File: src/rtl/id_gen.sv
// Serial identifier generator: letters, digits, then separator, one token per start.
// Latency: first char valid the cycle after start; valid/char hold while ready is low.
module id_gen #(
    parameter logic [7:0] SEP_CHAR = 8'd32
) (
    input  logic       clk,
    input  logic       reset,
    input  logic       start,
    input  logic [3:0] let_len,
    input  logic [3:0] dig_len,
    input  logic [4:0] let_base,
    input  logic [3:0] dig_base,
    input  logic       upper,
    output logic [7:0] char,
    output logic       valid,
    input  logic       ready,
    output logic       busy,
    output logic       done,
    output logic       err
);

    typedef enum logic [1:0] {IDLE, LET, DIG, SEP} state_t;

    // Per-token context, latched at start and owned by the FSM until the separator.
    typedef struct packed {
        logic [3:0] let_cnt;
        logic [3:0] dig_cnt;
        logic [4:0] let_off;
        logic [3:0] dig_val;
        logic       upper;
    } tok_t;

    state_t     state;
    tok_t       tok;
    logic       xfer;
    logic       illegal;
    logic [4:0] let_nxt;
    logic [3:0] dig_nxt;

    function automatic logic [7:0] letter_byte(input logic [4:0] off, input logic up);
        letter_byte = (up ? 8'd65 : 8'd97) + {3'b000, off};
    endfunction

    function automatic logic [7:0] digit_byte(input logic [3:0] val);
        digit_byte = 8'd48 + {4'b0000, val};
    endfunction

    always_comb begin
        xfer    = valid && ready;
        illegal = (let_len == 4'd0) || (dig_len == 4'd0) ||
                  (let_base > 5'd25) || (dig_base > 4'd9);
        let_nxt = (tok.let_off == 5'd25) ? 5'd0 : tok.let_off + 5'd1;
        dig_nxt = (tok.dig_val == 4'd9)  ? 4'd0 : tok.dig_val + 4'd1;
    end

    always_ff @(posedge clk) begin
        if (reset) begin
            state <= IDLE;
            tok   <= '0;
            char  <= 8'd0;
            valid <= 1'b0;
            busy  <= 1'b0;
            done  <= 1'b0;
            err   <= 1'b0;
        end else begin
            done <= 1'b0;
            err  <= 1'b0;
            case (state)
                IDLE: begin
                    if (start) begin
                        if (illegal) begin
                            err <= 1'b1;
                        end else begin
                            tok.let_cnt <= let_len;
                            tok.dig_cnt <= dig_len;
                            tok.let_off <= let_base;
                            tok.dig_val <= dig_base;
                            tok.upper   <= upper;
                            char        <= letter_byte(let_base, upper);
                            valid       <= 1'b1;
                            busy        <= 1'b1;
                            state       <= LET;
                        end
                    end
                end
                LET: begin
                    if (xfer) begin
                        if (tok.let_cnt == 4'd1) begin
                            char  <= digit_byte(tok.dig_val);
                            state <= DIG;
                        end else begin
                            tok.let_cnt <= tok.let_cnt - 4'd1;
                            tok.let_off <= let_nxt;
                            char        <= letter_byte(let_nxt, tok.upper);
                        end
                    end
                end
                DIG: begin
                    if (xfer) begin
                        if (tok.dig_cnt == 4'd1) begin
                            char  <= SEP_CHAR;
                            state <= SEP;
                        end else begin
                            tok.dig_cnt <= tok.dig_cnt - 4'd1;
                            tok.dig_val <= dig_nxt;
                            char        <= digit_byte(dig_nxt);
                        end
                    end
                end
                SEP: begin
                    if (xfer) begin
                        char  <= 8'd0;
                        valid <= 1'b0;
                        busy  <= 1'b0;
                        done  <= 1'b1;
                        state <= IDLE;
                    end
                end
                default: state <= IDLE;
            endcase
        end
    end

endmodule
File: config.mk
export PLATFORM = sky130hd
export DESIGN_NAME = id_gen
export DESIGN_NICKNAME = d
export VERILOG_FILES = /design/src/rtl/id_gen.sv
export SDC_FILE = /design/constraint.sdc
export NUM_CORES = 1
export LEC_CHECK = 0
export ABC_AREA = 1
export CAP_MARGIN = 10
export CELL_PAD_IN_SITES_DETAIL_PLACEMENT = 1
export CELL_PAD_IN_SITES_GLOBAL_PLACEMENT = 1
export CORE_ASPECT_RATIO = 1.2
export CORE_MARGIN = 2
export CORE_UTILIZATION = 41
export DETAILED_ROUTE_END_ITERATION = 16
export GPL_ROUTABILITY_DRIVEN = 0
export HOLD_SLACK_MARGIN = 0.15
export PLACE_DENSITY = 0.91
export RECOVER_POWER = 50
export SLEW_MARGIN = 20
export SYNTH_ARGS = -nofsm -noshare
export SYNTH_HDL_FRONTEND = slang
export SYNTH_SLANG_ARGS = --single-unit
File: constraint.sdc
create_clock -name clk -period 3.52 [get_ports clk]
set_clock_uncertainty 0.05 [all_clocks]
set_input_delay 0.352 -clock clk [delete_from_list [all_inputs] [get_ports clk]]
set_output_delay 0.352 -clock clk [all_outputs]
set_load 0.02 [all_outputs]
# After elaboration in Yosys (flattened, before gate mapping)

Index checks and enable logic that the tools add are counted.

Flip-flop bits (word level): 31
Output and inout bits: 12
Logic and storage cells: 98

Add/sub/neg operators: 8
Order comparisons: 2
Equal/unequal tests: 16
Multiplexer cells: 40
Bitwise logic cells: 4
Reduce and logical (&&, ||, !) cells: 18

Operators by type and width:

| cell                  | count |
|---|---|
| $mux W8               | 6 |
| $mux W18              | 2 |
| $pmux W8 S4           | 1 |
| $mux W4               | 7 |
| $pmux W4 S2           | 3 |
| $ne A2 B2 Y1 const B  | 9 |
| $add A7 B5 Y8         | 2 |
| $mux W5               | 3 |
| $reduce_and A5 Y1     | 3 |
| $add A6 B4 Y7 const A | 2 |
| $mux W2               | 7 |
| $mux W6               | 2 |
| $pmux W5 S2           | 1 |
| $eq A4 B1 Y1 const B  | 2 |
| $logic_not A4 Y1      | 2 |
| $pmux W2 S4           | 1 |
| $sub A4 B1 Y4 const B | 2 |
| $mux W7               | 1 |
| $reduce_and A7 Y1     | 1 |
| $reduce_bool A2 Y1    | 3 |
| $add A5 B1 Y5 const B | 1 |
| $eq A5 B5 Y1 const B  | 1 |
| $gt A5 B5 Y1 const B  | 1 |
| $mux W1               | 5 |
| other kinds (14)      | 20 |

# Longest topological paths before layout

Depth after elaboration: 7
Depth in mapped cells: 16
Mapped depth without buffers: 16

# Least setup slack after synthesis

OpenSTA, ideal clock, no wires.

Path kind: register to register
Start: register tok[6] (netlist bit)
End: register char[6]
Data arrival time: 1.722 ns
Setup slack: 1.632 ns
Stages on the path, launching flop included: 16
Buffers on the path: 0
Period minus slack after synthesis: 1.888 ns
Cells stage by stage: dfxtp_1 inv_1 ha_1 nand2_1 inv_1 nand2_2 inv_1 nor2_1 ha_1 inv_1 nor2_1 nand3_1 o21ai_0 nand2_1 nor2_1 nor2_1

Longest elaborated chain between the ends: 6

RTL lines:

| element                                       | line | RTL |
|---|---|---|
| start: declaration                            | 34   | `tok_t tok;` |
| $add A5 B1 Y5 or $eq A5 B5 Y1 (tied branches) | 52   | `let_nxt = (tok.let_off == 5'd25) ? 5'd0 : tok.let_off + 5'd1;` |
| $mux W5 (*)                                   | 52   |  |
| $add A7 B5 Y8 (*)                             | 41   | `letter_byte = (up ? 8'd65 : 8'd97) + {3'b000, off};` |
| $mux W8 (*)                                   | 88   | `if (tok.let_cnt == 4'd1) begin` |
| $mux W8 (*)                                   | 87   | `if (xfer) begin` |
| $pmux W8 S4 (*)                               | 68   | `case (state)` |
| end signal: assignment                        | 79   | `char <= letter_byte(let_base, upper);` |
| end signal: assignment                        | 89   | `char <= digit_byte(tok.dig_val);` |
| end signal: assignment                        | 94   | `char <= letter_byte(let_nxt, tok.upper);` |
| end: declaration                              | 14   | `output logic [7:0] char,` |

Mark *: on every way between the ends. The rest lies on a longest branch, timed or not. The select of a mux whose other input is x is not followed.
A chain may end at the register's enable or synchronous reset.

# Worst setup path in the final report

Start: input let_base[1]
End: register char[2]

Longest elaborated chain between the ends: 5

RTL lines:

| element                                                               | line | RTL |
|---|---|---|
| start: declaration                                                    | 11   | `input logic [4:0] let_base,` |
| parallel branches: the longest is 5 deep, another holds $add A7 B5 Y8 | n/a  |  |

Parallel ways; which one is timed is not known. The select of a mux whose other input is x is not followed.

==> impl_metrics.csv <==
group,metric,value,unit
pwr,powerDensity,849,mW/mm^2
synth,synth_edf_count,0,
cells_and_area,fillers,779,
clocking,cts_max_level,2,
cells_and_area,final_nets,441,
drt,dr.pass1.iters,4,
clocking,clkSlewWorstSetupHoldPaths,80,ps
clocking,clk_latency,300,ps
worst_setup_path,crit_path_end_kind,"register",
synth,ys_warn_count,0,
global_route,grt_pass1_wl,12000,um
floorplanning,die_w,73.1,um
clocking,cts.sinks,31,
global_route,antenna_found_initial,0,
drt,vias,2552,
global_route,grt_max_degree,24,
cells_and_area,stdcell_area,0.00275,mm^2
synth,synth_cell_types,33,
worst_setup_path,critPathSlowestCell,"dlygate4sd3_1",
synth,syn-num-nets,413,
hold_path,hold_class,"register to register",
placement,port_buffers,33,
synth,synthFlopType,"dfxtp_1",
synth,async_flop_share,0,%
outcome,status,"finished, final reports clean",
clocking,cts_setup_buffers,0,
global_route,grt_overflow,0,
sta,setup_violations,0,
worst_setup_path,cp_max_fo,10,
drt,viasPerCell,5.43,
sta,tightest_slew,829,ps
floorplanning,coreArea,0.00559,mm^2
floorplanning,die-area,0.00636,mm^2
sta,timing.fmax,393,MHz
sta,fin_crit_sh,72.3,%
clocking,cts_resized,0,
placement,hpwl,5230,um
cells_and_area,num_antenna_cells,0,
worst_setup_path,path_class,"primary input to register",
sta,period_needed,2550,ps
drt,drc,0,
worst_setup_path,r2r_slack,1240,ps
cells_and_area,seq_area,621,um^2
worst_setup_path,crit_chain,"dlygate4sd3_1 -> inv_1 -> ha_1 -> nor2_1 -> o21bai_4 -> nand2_1 -> nand2_1 -> nand3_1 -> inv_1 -> o21ai_0 -> nor2_1",
cells_and_area,area_growth,17.1,%
global_route,first_global_vias,2575,
cells_and_area,drive_gt1_share,5.17,%
sta,drv_slew,0,
floorplanning,io_pins,34,
worst_setup_path,critical-path-max-stage-delay,640,ps
drt,wl,7280,um
floorplanning,die_y,86.9,um
drt,drt_iter0_drc,142,
pwr,p_leak,1.29,nW
sta,hold_violations,0,
worst_setup_path,crit_buf_inv,3,
global_route,track_usage,24.2,%
synth,avgSynthCellArea,6.23,um^2
drt,postRouteAntennaNets,0,
floorplanning,row_count,30,
synth,syn_area,0.00235,mm^2
synth,synth_cells,377,
worst_setup_path,critPathLaunchType,"primary input",
drt,wl_per_cell,15.5,um
worst_setup_path,required,3670,ps
clocking,clock_path_buffers,2,
sta,slew_headroom,44.7,%
worst_setup_path,cp_top_family,"buffers and inverters",
floorplanning,initial_core_util,42.0,%
job,drv_cap,0,
cells_and_area,final_cell_mix,"85 x nand2_1, 63 x nor2_1, 45 x inv_1",
worst_setup_path,crit_arrival,2690,ps
clocking,cts_root_buf,"clkbuf_8",
cells_and_area,final_common_cell,"nand2_1",
cells_and_area,multi_input_area,0.00144,mm^2
clocking,cts_tree,"done",
synth,yosysSeqAreaShare,26.4,%
placement,dpl_cell_area,0.00268,mm^2
sta,tns,0,ps
pwr,fin_total_pwr,2.34,mW
clocking,numCtsBuffers,5,
sta,grt_setup_unrepaired,"false",
synth,synth-seq-cells,31,
pwr,vdd_drop_max,0.000360,V
clocking,hold_buffers,0,
## path summary, 6_finish.rpt
| path | startpoint | to | depth (start not counted) |
|---|---|---|---|
| max | let_base[1] | char[2] | 11 |
| min | char[1] | char[1] | 2 |
| max reg2reg | state[1] | char[2] | 9 |
| min reg2reg | char[1] | char[1] | 2 |
## sequential cells by signal (all words and copies together) (netlist names)
register and flops:
tok 18, char 8, state 2, busy 1
done 1, err 1
## tightest hold or removal path, stage by stage, from the launching register on
cell	delay [ps]
dfxtp_1	320
nand2_1	60
a21oi_1	60
## cells in the mapped netlist, types with 2 or more instances
library cell	n	area (um^2)
nand2_2	4	25.0
nand3_2	2	20.0
nor2_1	63	236
buf_6	3	33.8
inv_2	4	15.0
dfxtp_1	31	621
nor3_1	5	25.0
nand2_1	83	312
inv_1	44	165
o22ai_1	2	12.5
xor2_1	3	26.3
ha_1	14	175
nand3_1	31	155
o21ai_1	3	15.0
clkbuf_1	4	15.0
a21oi_1	19	95.1
buf_2	3	15.0
nand4_1	7	43.8
o21ai_0	38	190
## power by group
part | internal (mW) | leakage, nW | switching (mW)
sequential | 0.497 | 0.255 | 0.144
combinational | 0.461 | 0.980 | 0.905
clock | 0.178 | 0.0505 | 0.152
total | 1.14 | 1.29 | 1.20
## logic make-up (layout without fill, tap and decap cells)
family,after synthesis,after routing,synth area share (%)
flops,31,31,26.4
xor+xnor,3,3,1.12
compound gates,67,67,15.4
fa+ha+maj,14,14,7.45
buf+inv,60,89,11.3
simple gates,202,202,38.3
## area by class of cell
class                           count  area share [%]
Clock buffer                        7            3.50
Timing Repair Buffer               33            12.0
Multi-Input combinational cell    286            52.2
Tap cell                           64            2.91
Inverter                           48            6.55
Sequential cell                    31            22.6
Clock inverter                      1           0.273
## metal layers
layer	vias up	wire, um	track usage [%]	part of all wire (%)
met4	0	155	8.25	2.1
met3	15	219	4.40	3.0
met2	36	3820	45.4	52
met5	-	0	0	0
met1	1232	3090	26.7	42
li1	1269	-	-	-
## per-stage QoR
step | setup slack [ps] | std cells | utilization [%] | hold slack (ps)
after detailed placement | 1170 | 462 | 47.8 | 431
after floorplan | 1630 | 377 | - | 428
final | 975 | 470 | 49.2 | 439
after global placement | 1230 | 462 | 47.8 | 407
after CTS | 1260 | 470 | 49.7 | 442
after global routing | 728 | 470 | 49.2 | 451
Power figures use the tool's default switching activity.
